--- config.mk ---
export PLATFORM = sky130hd
export DESIGN_NAME = servo_cmd_sequencer
export DESIGN_NICKNAME = d
export VERILOG_FILES = /design/src/rtl/servo_cmd_sequencer.sv
export SDC_FILE = /design/constraint.sdc
export NUM_CORES = 1
export LEC_CHECK = 0
export CELL_PAD_IN_SITES_DETAIL_PLACEMENT = 1
export CELL_PAD_IN_SITES_GLOBAL_PLACEMENT = 1
export CORE_MARGIN = 10
export CORE_UTILIZATION = 46
export CTS_BUF_LIST = sky130_fd_sc_hd__clkbuf_4
export DETAILED_ROUTE_END_ITERATION = 7
export HOLD_SLACK_MARGIN = 0.08
export PLACE_DENSITY_LB_ADDON = 0.25
export SLEW_MARGIN = 30
export SYNTH_ARGS = -nofsm -noshare
export SYNTH_HDL_FRONTEND = slang
export SYNTH_SLANG_ARGS = --single-unit
--- constraint.sdc ---
create_clock -name clk -period 3.9 [get_ports clk]
set_input_delay 0.78 -clock clk [delete_from_list [all_inputs] [get_ports clk]]
set_output_delay 0.78 -clock clk [all_outputs]
set_load 0.02 [all_outputs]
--- src/rtl/servo_cmd_sequencer.sv ---
// rtl/servo_cmd_sequencer.sv - queued timed direction sequencer for the servo PWM block
// Optional emergency stop input is enabled by defining SERVO_SEQ_ESTOP_EN.
module servo_cmd_sequencer #(
    parameter int DEPTH      = 4,
    parameter int TICK_DIV   = 100_000,
    parameter int DUR_W      = 16,
    parameter int DEAD_TICKS = 20
) (
    input  logic                     clk,
    input  logic                     rst,
`ifdef SERVO_SEQ_ESTOP_EN
    input  logic                     estop,
`endif
    input  logic                     cmd_valid,
    output logic                     cmd_ready,
    input  logic [1:0]               cmd_dir,
    input  logic [DUR_W-1:0]         cmd_dur,
    output logic [1:0]               dir,
    output logic                     busy,
    output logic                     cmd_done,
    output logic [$clog2(DEPTH):0]   level
);

    localparam int AW  = $clog2(DEPTH);
    localparam int LW  = AW + 1;
    localparam int PW  = (TICK_DIV > 1) ? $clog2(TICK_DIV) : 1;
    localparam int DTW = $clog2(DEAD_TICKS + 2);
    localparam int CW  = (DUR_W > DTW) ? DUR_W : DTW;

    typedef enum logic [1:0] {
        S_IDLE = 2'd0,
        S_DEAD = 2'd1,
        S_RUN  = 2'd2
    } state_t;

    state_t             r_state;
    state_t             w_state_nxt;

    logic [1:0]         r_mem_dir [DEPTH];
    logic [DUR_W-1:0]   r_mem_dur [DEPTH];
    logic [AW-1:0]      r_wr_ptr;
    logic [AW-1:0]      r_rd_ptr;
    logic [LW-1:0]      r_level;

    logic [PW-1:0]      r_pre;
    logic [CW-1:0]      r_ticks;
    logic [1:0]         r_cur_dir;
    logic [DUR_W-1:0]   r_cur_dur;
    logic [1:0]         r_last_dir;
    logic [1:0]         r_dir;
    logic               r_done;

    logic               w_stop;
    logic               w_full;
    logic               w_empty;
    logic               w_push;
    logic               w_pop;
    logic               w_tick;
    logic               w_enter;
    logic               w_run_end;
    logic               w_dispatch;
    logic               w_go_dead;
    logic [1:0]         w_last_eff;
    logic [1:0]         w_in_dir;
    logic [1:0]         w_head_dir;
    logic [DUR_W-1:0]   w_head_dur;
    logic [CW-1:0]      w_ticks_inc;

`ifdef SERVO_SEQ_ESTOP_EN
    assign w_stop = estop;
`else
    assign w_stop = 1'b0;
`endif

    assign w_full      = (r_level == LW'(DEPTH));
    assign w_empty     = (r_level == '0);
    assign cmd_ready   = !w_full && !rst && !w_stop;
    assign w_push      = cmd_valid && cmd_ready;
    assign w_in_dir    = (cmd_dir == 2'b11) ? 2'b00 : cmd_dir;
    assign w_head_dir  = r_mem_dir[r_rd_ptr];
    assign w_head_dur  = r_mem_dur[r_rd_ptr];
    assign w_tick      = (r_pre == PW'(TICK_DIV - 1));
    assign w_ticks_inc = r_ticks + CW'(1);

    assign dir      = r_dir;
    assign cmd_done = r_done;
    assign level    = r_level;
    assign busy     = (r_state != S_IDLE) || !w_empty;

    always_ff @(posedge clk) begin
        if (rst || w_stop) begin
            r_state <= S_IDLE;
        end else begin
            r_state <= w_state_nxt;
        end
    end

    // The reversal test uses last_dir as it will be after this edge, so a
    // finishing RUN or an expiring idle period is already taken into account.
    always_comb begin
        w_state_nxt = r_state;
        w_pop       = 1'b0;
        w_enter     = 1'b0;
        w_run_end   = 1'b0;
        w_dispatch  = 1'b0;
        w_go_dead   = 1'b0;
        w_last_eff  = r_last_dir;
        unique case (r_state)
            S_IDLE: begin
                if (w_tick && (w_ticks_inc == CW'(DEAD_TICKS))) begin
                    w_last_eff = 2'b00;
                end
                w_dispatch = !w_empty;
            end
            S_DEAD: begin
                if (w_tick && (w_ticks_inc == CW'(DEAD_TICKS))) begin
                    w_state_nxt = S_RUN;
                    w_enter     = 1'b1;
                end
            end
            S_RUN: begin
                w_run_end = (r_cur_dur == '0) ||
                            (w_tick && (w_ticks_inc == CW'(r_cur_dur)));
                if (w_run_end) begin
                    if (r_cur_dir != 2'b00) begin
                        w_last_eff = r_cur_dir;
                    end
                    w_dispatch = !w_empty;
                    if (w_empty) begin
                        w_state_nxt = S_IDLE;
                        w_enter     = 1'b1;
                    end
                end
            end
            default: begin
                w_state_nxt = S_IDLE;
                w_enter     = 1'b1;
            end
        endcase
        if (w_dispatch) begin
            w_pop       = 1'b1;
            w_enter     = 1'b1;
            w_go_dead   = (DEAD_TICKS > 0) && (w_head_dir != 2'b00) &&
                          (w_last_eff != 2'b00) && (w_head_dir != w_last_eff);
            w_state_nxt = w_go_dead ? S_DEAD : S_RUN;
        end
    end

    always_ff @(posedge clk) begin
        if (w_push) begin
            r_mem_dir[r_wr_ptr] <= w_in_dir;
            r_mem_dur[r_wr_ptr] <= cmd_dur;
        end
    end

    always_ff @(posedge clk) begin
        if (rst) begin
            r_wr_ptr   <= '0;
            r_rd_ptr   <= '0;
            r_level    <= '0;
            r_pre      <= '0;
            r_ticks    <= '0;
            r_cur_dir  <= 2'b00;
            r_cur_dur  <= '0;
            r_last_dir <= 2'b00;
            r_dir      <= 2'b00;
            r_done     <= 1'b0;
        end else if (w_stop) begin
            // Flush and abort, but keep last_dir so a reversal still gets dead-time.
            r_wr_ptr  <= '0;
            r_rd_ptr  <= '0;
            r_level   <= '0;
            r_pre     <= '0;
            r_ticks   <= '0;
            r_cur_dir <= 2'b00;
            r_cur_dur <= '0;
            r_dir     <= 2'b00;
            r_done    <= 1'b0;
        end else begin
            if (w_push) begin
                r_wr_ptr <= r_wr_ptr + AW'(1);
            end
            if (w_pop) begin
                r_rd_ptr  <= r_rd_ptr + AW'(1);
                r_cur_dir <= w_head_dir;
                r_cur_dur <= w_head_dur;
            end
            unique case ({w_push, w_pop})
                2'b10:   r_level <= r_level + LW'(1);
                2'b01:   r_level <= r_level - LW'(1);
                default: r_level <= r_level;
            endcase

            r_done     <= w_run_end;
            r_last_dir <= w_last_eff;

            if (w_enter) begin
                r_pre   <= '0;
                r_ticks <= '0;
            end else begin
                r_pre <= w_tick ? '0 : r_pre + PW'(1);
                if (w_tick && ((r_state != S_IDLE) || (r_ticks != CW'(DEAD_TICKS)))) begin
                    r_ticks <= w_ticks_inc;
                end
            end

            if (w_state_nxt == S_RUN) begin
                r_dir <= w_pop ? w_head_dir : r_cur_dir;
            end else begin
                r_dir <= 2'b00;
            end
        end
    end

endmodule

### Yosys cells after proc, flatten, opt, wreduce, memory -nomap -nowiden

Memory sizes are Yosys's and may differ from the RTL's. A register that Yosys moved wholly into a read port is not among the register bits.
Index checks and enable logic that the tools add are counted.

| operators by class | value |
|---|---|
| multiplexer cells | 25 |
| equality and inequality tests | 12 |
| add/subtract/negate cells | 6 |
| bitwise operators | 2 |
| reductions and logical operators | 25 |

Operators with widths:

| kind | count |
|---|---|
| $mux 2 | 12 |
| $add 17x1->17 const B | 1 |
| $eq 17x17->1 const B | 1 |
| $add 16x1->16 const B | 1 |
| $eq 16x16->1 | 1 |
| $eq 16x5->1 const B | 1 |
| $logic_not 16->1 | 1 |
| $ne 16x5->1 const B | 1 |
| $reduce_bool 2->1 | 5 |
| $eq 2x2->1 const B | 4 |
| $mux 1 | 8 |
| $logic_and 1x1->1 | 7 |
| $pmux 2 s3 | 1 |
| $pmux 3 s2 | 1 |
| $reduce_or 2->1 | 3 |
| $add 2x1->2 const B | 2 |
| $eq 2x1->1 const B | 2 |
| $pmux 2 s2 | 1 |
| $add 3x1->3 const B | 1 |
| $eq 3x3->1 const B | 1 |
| $logic_not 1->1 | 3 |
| $logic_not 3->1 | 1 |
| $logic_or 1x1->1 | 3 |
| $pmux 1 s3 | 1 |
| 6 further kinds | 7 |

| storage, ports and cells | value |
|---|---|
| memories kept | 2 |
| input bits | 21 |
| word-level logic and storage cells | 82 |
| register bits | 49 |
| output and inout port bits | 8 |
| RAM bits | 72 |

Memories:

| memory | words | bits a word | rd ports | clocked after Yosys merged registers in | write ports | line | RTL |
|---|---|---|---|---|---|---|---|
| r_mem_dur | 4 | 16 | 1 | 1 | 1 | 40 | `logic [DUR_W-1:0] r_mem_dur [DEPTH];` |
| r_mem_dir | 4 | 2 | 1 | 1 | 1 | 39 | `logic [1:0] r_mem_dir [DEPTH];` |

### Longest topological paths before layout

| logic depth | value |
|---|---|
| word-level depth | 14 |
| depth in mapped cells | 18 |
| mapped depth without buffers | 16 |

### Worst setup path before layout

OpenSTA, ideal clock, no wires.

| timing path | value |
|---|---|
| path type | reg2reg |
| start | reg r_ticks[1] |
| end | reg r_level[2], in the netlist level[2] |
| setup slack | 0.149 ns |
| data arrival time | 3.680 ns |
| stages on the path, launching flop included | 18 |
| clock period less this slack | 3.751 ns |
| data required time | 3.829 ns |
| library setup time | 0.071 ns |
| buffers on the path | 2 |
| cell sequence | dfxtp_1 -> ha_1 -> buf_2 -> inv_1 -> or4b_1 -> o21ai_0 -> o2111ai_1 -> o41a_1 -> nand2_1 -> nand2_1 -> inv_1 -> buf_2 -> ha_1 -> inv_1 -> fa_1 -> xor2_1 -> or3_1 -> a21oi_1 |

| between the ends | value |
|---|---|
| cells in the longest elaborated chain, start to end | 9 |
| elaborated cells between the ends (all ways) | 11 |
| those cells by class | add/sub: 1; eq/ne: 3; mux: 4; reduce/logical: 3 |

Ends and longest elaborated chain:

| element | line | RTL |
|---|---|---|
| start, declared | 46 | `logic [CW-1:0] r_ticks;` |
| start signal, assigned | 203 | `r_ticks <= w_ticks_inc;` |
| $add 16x1->16 * | 83 | `assign w_ticks_inc = r_ticks + CW'(1);` |
| $eq 16x16->1 * | 123 | `(w_tick && (w_ticks_inc == CW'(r_cur_dur)));` |
| $logic_and 1x1->1 * | 123 |  |
| $logic_or 1x1->1 * | 122 | `w_run_end = (r_cur_dur == '0) \|\|` |
| $mux 1 * | 124 | `if (w_run_end) begin` |
| $pmux 1 s2 * | 108 | `unique case (r_state)` |
| via w_dispatch | 61 | `logic w_dispatch;` |
| $mux 1 * | 140 | `if (w_dispatch) begin` |
| $eq 2x1->1 / $eq 2x2->1 (equally long branches) | 188 | `unique case ({w_push, w_pop})` |
| $pmux 3 s2 / $reduce_bool 2->1 (equally long branches) | n/a |  |
| end signal, assigned | 189 | `2'b10: r_level <= r_level + LW'(1);` |
| end signal, assigned | 190 | `2'b01: r_level <= r_level - LW'(1);` |
| end signal, assigned | 191 | `default: r_level <= r_level;` |
| end, declared | 43 | `logic [LW-1:0] r_level;` |

The timed path passes the listed nets; every way through them passes the cells marked *.
A chain may end at the register's enable or synchronous reset.

### Final worst setup path

| timing path | value |
|---|---|
| start | reg r_ticks[15] |
| end | reg r_level[2], in the netlist level[2] |

| between the ends | value |
|---|---|
| cells in the longest elaborated chain, start to end | 9 |
| elaborated cells between the ends (all ways) | 11 |
| those cells by class | add/sub: 1; eq/ne: 3; mux: 4; reduce/logical: 3 |

Ends and longest elaborated chain:

| element | line |
|---|---|
| $add 16x1->16 * | 83 |
| $eq 16x16->1 * | 123 |
| $logic_and 1x1->1 * | 123 |
| $logic_or 1x1->1 * | 122 |
| $mux 1 * | 124 |
| $pmux 1 s2 * | 108 |
| $mux 1 * | 140 |
| $eq 2x1->1 / $eq 2x2->1 (equally long branches) | 188 |
| $pmux 3 s2 / $reduce_bool 2->1 (equally long branches) | n/a |

Mark *: on every way between the ends. The rest lies on a longest branch, timed or not.

==> impl_results.md <==
* Max Root-Sink Buffers at 2
* Synthesized area at 6460 um2
* Die H at 138 um
* Post-synth ARST share at 0%
* Max cap viols at 0
* Gr usage total at 16.3%
* Startpoint Class: flop
* Port bufs at 28
* Root Buffer Master: clkbuf_4
* Most frequent cells in the layout: nor2_1, edfxtp_1, dfxtp_1, xnor2_1, clkdlybuf4s50_1
* Final Max Slew Viols at 0
* Tcrit/Tclk final at 93.7%
* Ys flop type: edfxtp_1
* Routed WL at 15,500 um
* Clk_lat worst skew at 0.53 ns
* Crit path required time at 4.36 ns
* Switching part of the total at 36.5%
* Starting DRC count in detailed routing at 265
* Commonest non-fill, non-tap cell in the layout: nor2_1
* Crit Path Max Fanout at 4
* Slew @ Worst Pin at 0.888 ns
* Post-CTS Setup Inserts at 0
* Post-route minimum period at 3.66 ns
* Syn Nets at 585
* RePlAce Congestion at 0.876
* Max Freq at 274 MHz
* Largest net degree at the start of global routing at 35
* Final Util at 53.2%
* Initial core utilization at 46.7%
* Clock share of power at 20.8%
* Final Hold Viols at 0
* Clock slew at the register clock pins of the worst setup and hold paths at 0.13 ns
* Ratio of cells with drive above 1 in the final layout at 18.4%
* Layout fillers at 1,435
* First-pass GRT wire length at 25,300 um
* Endpoint type of the worst setup path: flop
* Die area at 19,200 um2
* Slew headroom at 40.7%
* Nets at 632
* Vias in the first global route at 4,633
* Boundary Pins at 29
* DRC viols at 0
* Pint at 2630 uW
* FF+latch area at 3520 um2
* Setup TNS at 0 ns
* Worst Hold Class: reg2reg
* VDD IR max at 373 uV
* Total CTS buffers at 17
* Setup violators final at 0
* Arrival time worst endpoint at 4.12 ns
* Crit Path Class: reg2reg
* Post-Syn Instances at 555
* Via count at 4,399
* Hpwl dp at 11,300 um
* Seq/Total Area, Yosys at 54.2%
* Vias per std cell at 5.51
* PwrDens at 563 nW/um2
* Antenna Violating Nets Remaining at 0
* Syn_area_per_cell at 11.6 um2
* Area grow syn2layout at 13.8%
* Synth Warn # at 0
* Row cnt at 43
* Total iterations of the first detailed-routing run at 4
* TritonCTS clock tree: built
* Comb pwr share at 33.2%
* Run status: finished, final reports clean
* Yosys cell types at 71
* Switching power at 1510 uW
* Leak Pwr at 0.00245 uW
* Initial antenna violation count at 1
* #FFs+latches synth at 139
* DIE WIDTH at 138 um
* Gr ovfl total at 0
* Core Footprint at 13,800 um2
* H-tree depth at 4
* Clk sinks at 139
* Flop pwr share at 46.0%
* DR WL/cell at 19.4 um
* Clk_skew at 0.0240 ns
* Multi-input gate area at 2790 um2
* Post-synth EDFFs at 72
sequential cells by signal, indices dropped and copies added, names as in the netlist, 2 cells and up, named ones only:
name and count:
r_wr_ptr 2, r_cur_dur 16, r_ticks 16, r_mem_dur 64, r_state 2, r_mem_dir 8
r_rd_ptr 2, r_pre 17, dir 2, level 3, r_cur_dir 2, r_last_dir 2
cells in the mapped netlist (all sizes together), types with 3 or more instances:
master / number / area share (%)
and2: 6 / 0.58
nor3: 19 / 1.6
xor2: 22 / 3.0
ha: 8 / 1.5
buf: 14 / 1.4
inv: 16 / 0.93
nor2: 76 / 4.4
o31ai: 3 / 0.35
nand2b: 8 / 0.89
or2: 6 / 0.58
edfxtp: 72 / 33
nand2: 22 / 1.3
a211oi: 4 / 0.46
mux2i: 17 / 2.6
and4: 3 / 0.41
and3: 10 / 0.97
xnor2: 33 / 4.6
nor4: 11 / 1.1
o21ai: 9 / 0.70
a21o: 3 / 0.35
nand4: 10 / 1.1
mux4: 18 / 6.3
dfxtp: 67 / 21
nor4b: 4 / 0.64
clkbuf: 13 / 0.77
nor2b: 3 / 0.29
or3: 5 / 0.48
nand3: 20 / 1.5
a21oi: 15 / 1.2
routing by layer:
metal  up-vias  track usage, %  wire length [um]  share of wire [%]
met1      2185            20.6              7010                 45
met2        80            27.0              7640                 49
li1       2123               -                 -                  -
met4         0            4.50               195                1.3
met5         -               0                 0                  0
met3        11            4.08               616                4.0
power by group through the flow:
stage	combinational [uW]	clock (uW)	sequential, uW
6_report	1370	860	1900
5_1_grt	1520	969	1930
4_1_cts	1390	897	1900
3_5_place_dp	1380	0	1930
3_3_place_gp	1330	0	1920
2_1_floorplan	1020	0	1870
through the flow:
stage	total power (uW)	cell area [um2]	setup WS, ns	instances	hold WS (ns)
floorplan	2890	6460	0.149	555	0.426
global placement	3250	7030	0.263	763	0.437
detailed placement	3320	7030	0.149	763	0.452
CTS	4190	7290	0.0962	795	0.482
global route	4420	7350	-0.0180	798	0.472
finish	4140	7350	0.244	798	0.445
area by class of cell:
type,count,share of cell area (%)
Antenna cell,3,0.102
Timing Repair Buffer,55,6.62
Clock inverter,15,1.77
Tap cell,180,3.06
Inverter,16,0.817
Multi-Input combinational cell,373,38.0
Clock buffer,17,1.74
Sequential cell,139,47.9
worst max-delay path, cell delays in order (launching register included):
cell and delay [ns]:
dfxtp_1 0.57, xor2_2 0.29, nor4_1 0.10, o21ai_0 0.31
o41a_1 0.21, o2111ai_1 0.12, o41a_1 0.47, nand2_1 0.11
nand2_1 0.09, inv_1 0.10, ha_2 0.19, inv_1 0.05
fa_1 0.37, xor2_1 0.16, or3_1 0.31, a21oi_1 0.14
path summary, 6_finish.rpt:
kind,startpoint,end,slack [ns],depth (start not counted)
max,r_ticks[15]$_SDFFE_PP0P_,level[2]$_SDFFE_PP0P_,0.24,15
min,r_pre[0]$_SDFF_PP0_,r_pre[0]$_SDFF_PP0_,0.45,1
max reg2reg,r_ticks[15]$_SDFFE_PP0P_,level[2]$_SDFFE_PP0P_,0.24,15
min reg2reg,r_pre[0]$_SDFF_PP0_,r_pre[0]$_SDFF_PP0_,0.45,1
what timing repair did:
action,in CTS,in global routing
hold endpoints to repair,0,0
resized for setup,0,23
hold buffers,0,0
setup endpoints to repair,0,1
cells by family after synthesis:
group | synth area share, %
adder cells (fa/ha/maj) | 1.86
AO/OA/AOI/OAI | 6.35
buffers and inverters | 3.08
flip-flops | 54.2
AND/OR/NAND/NOR | 18.0
multiplexers | 8.91
XOR/XNOR | 7.57
Note: power is estimated with default switching activity, not from simulation.
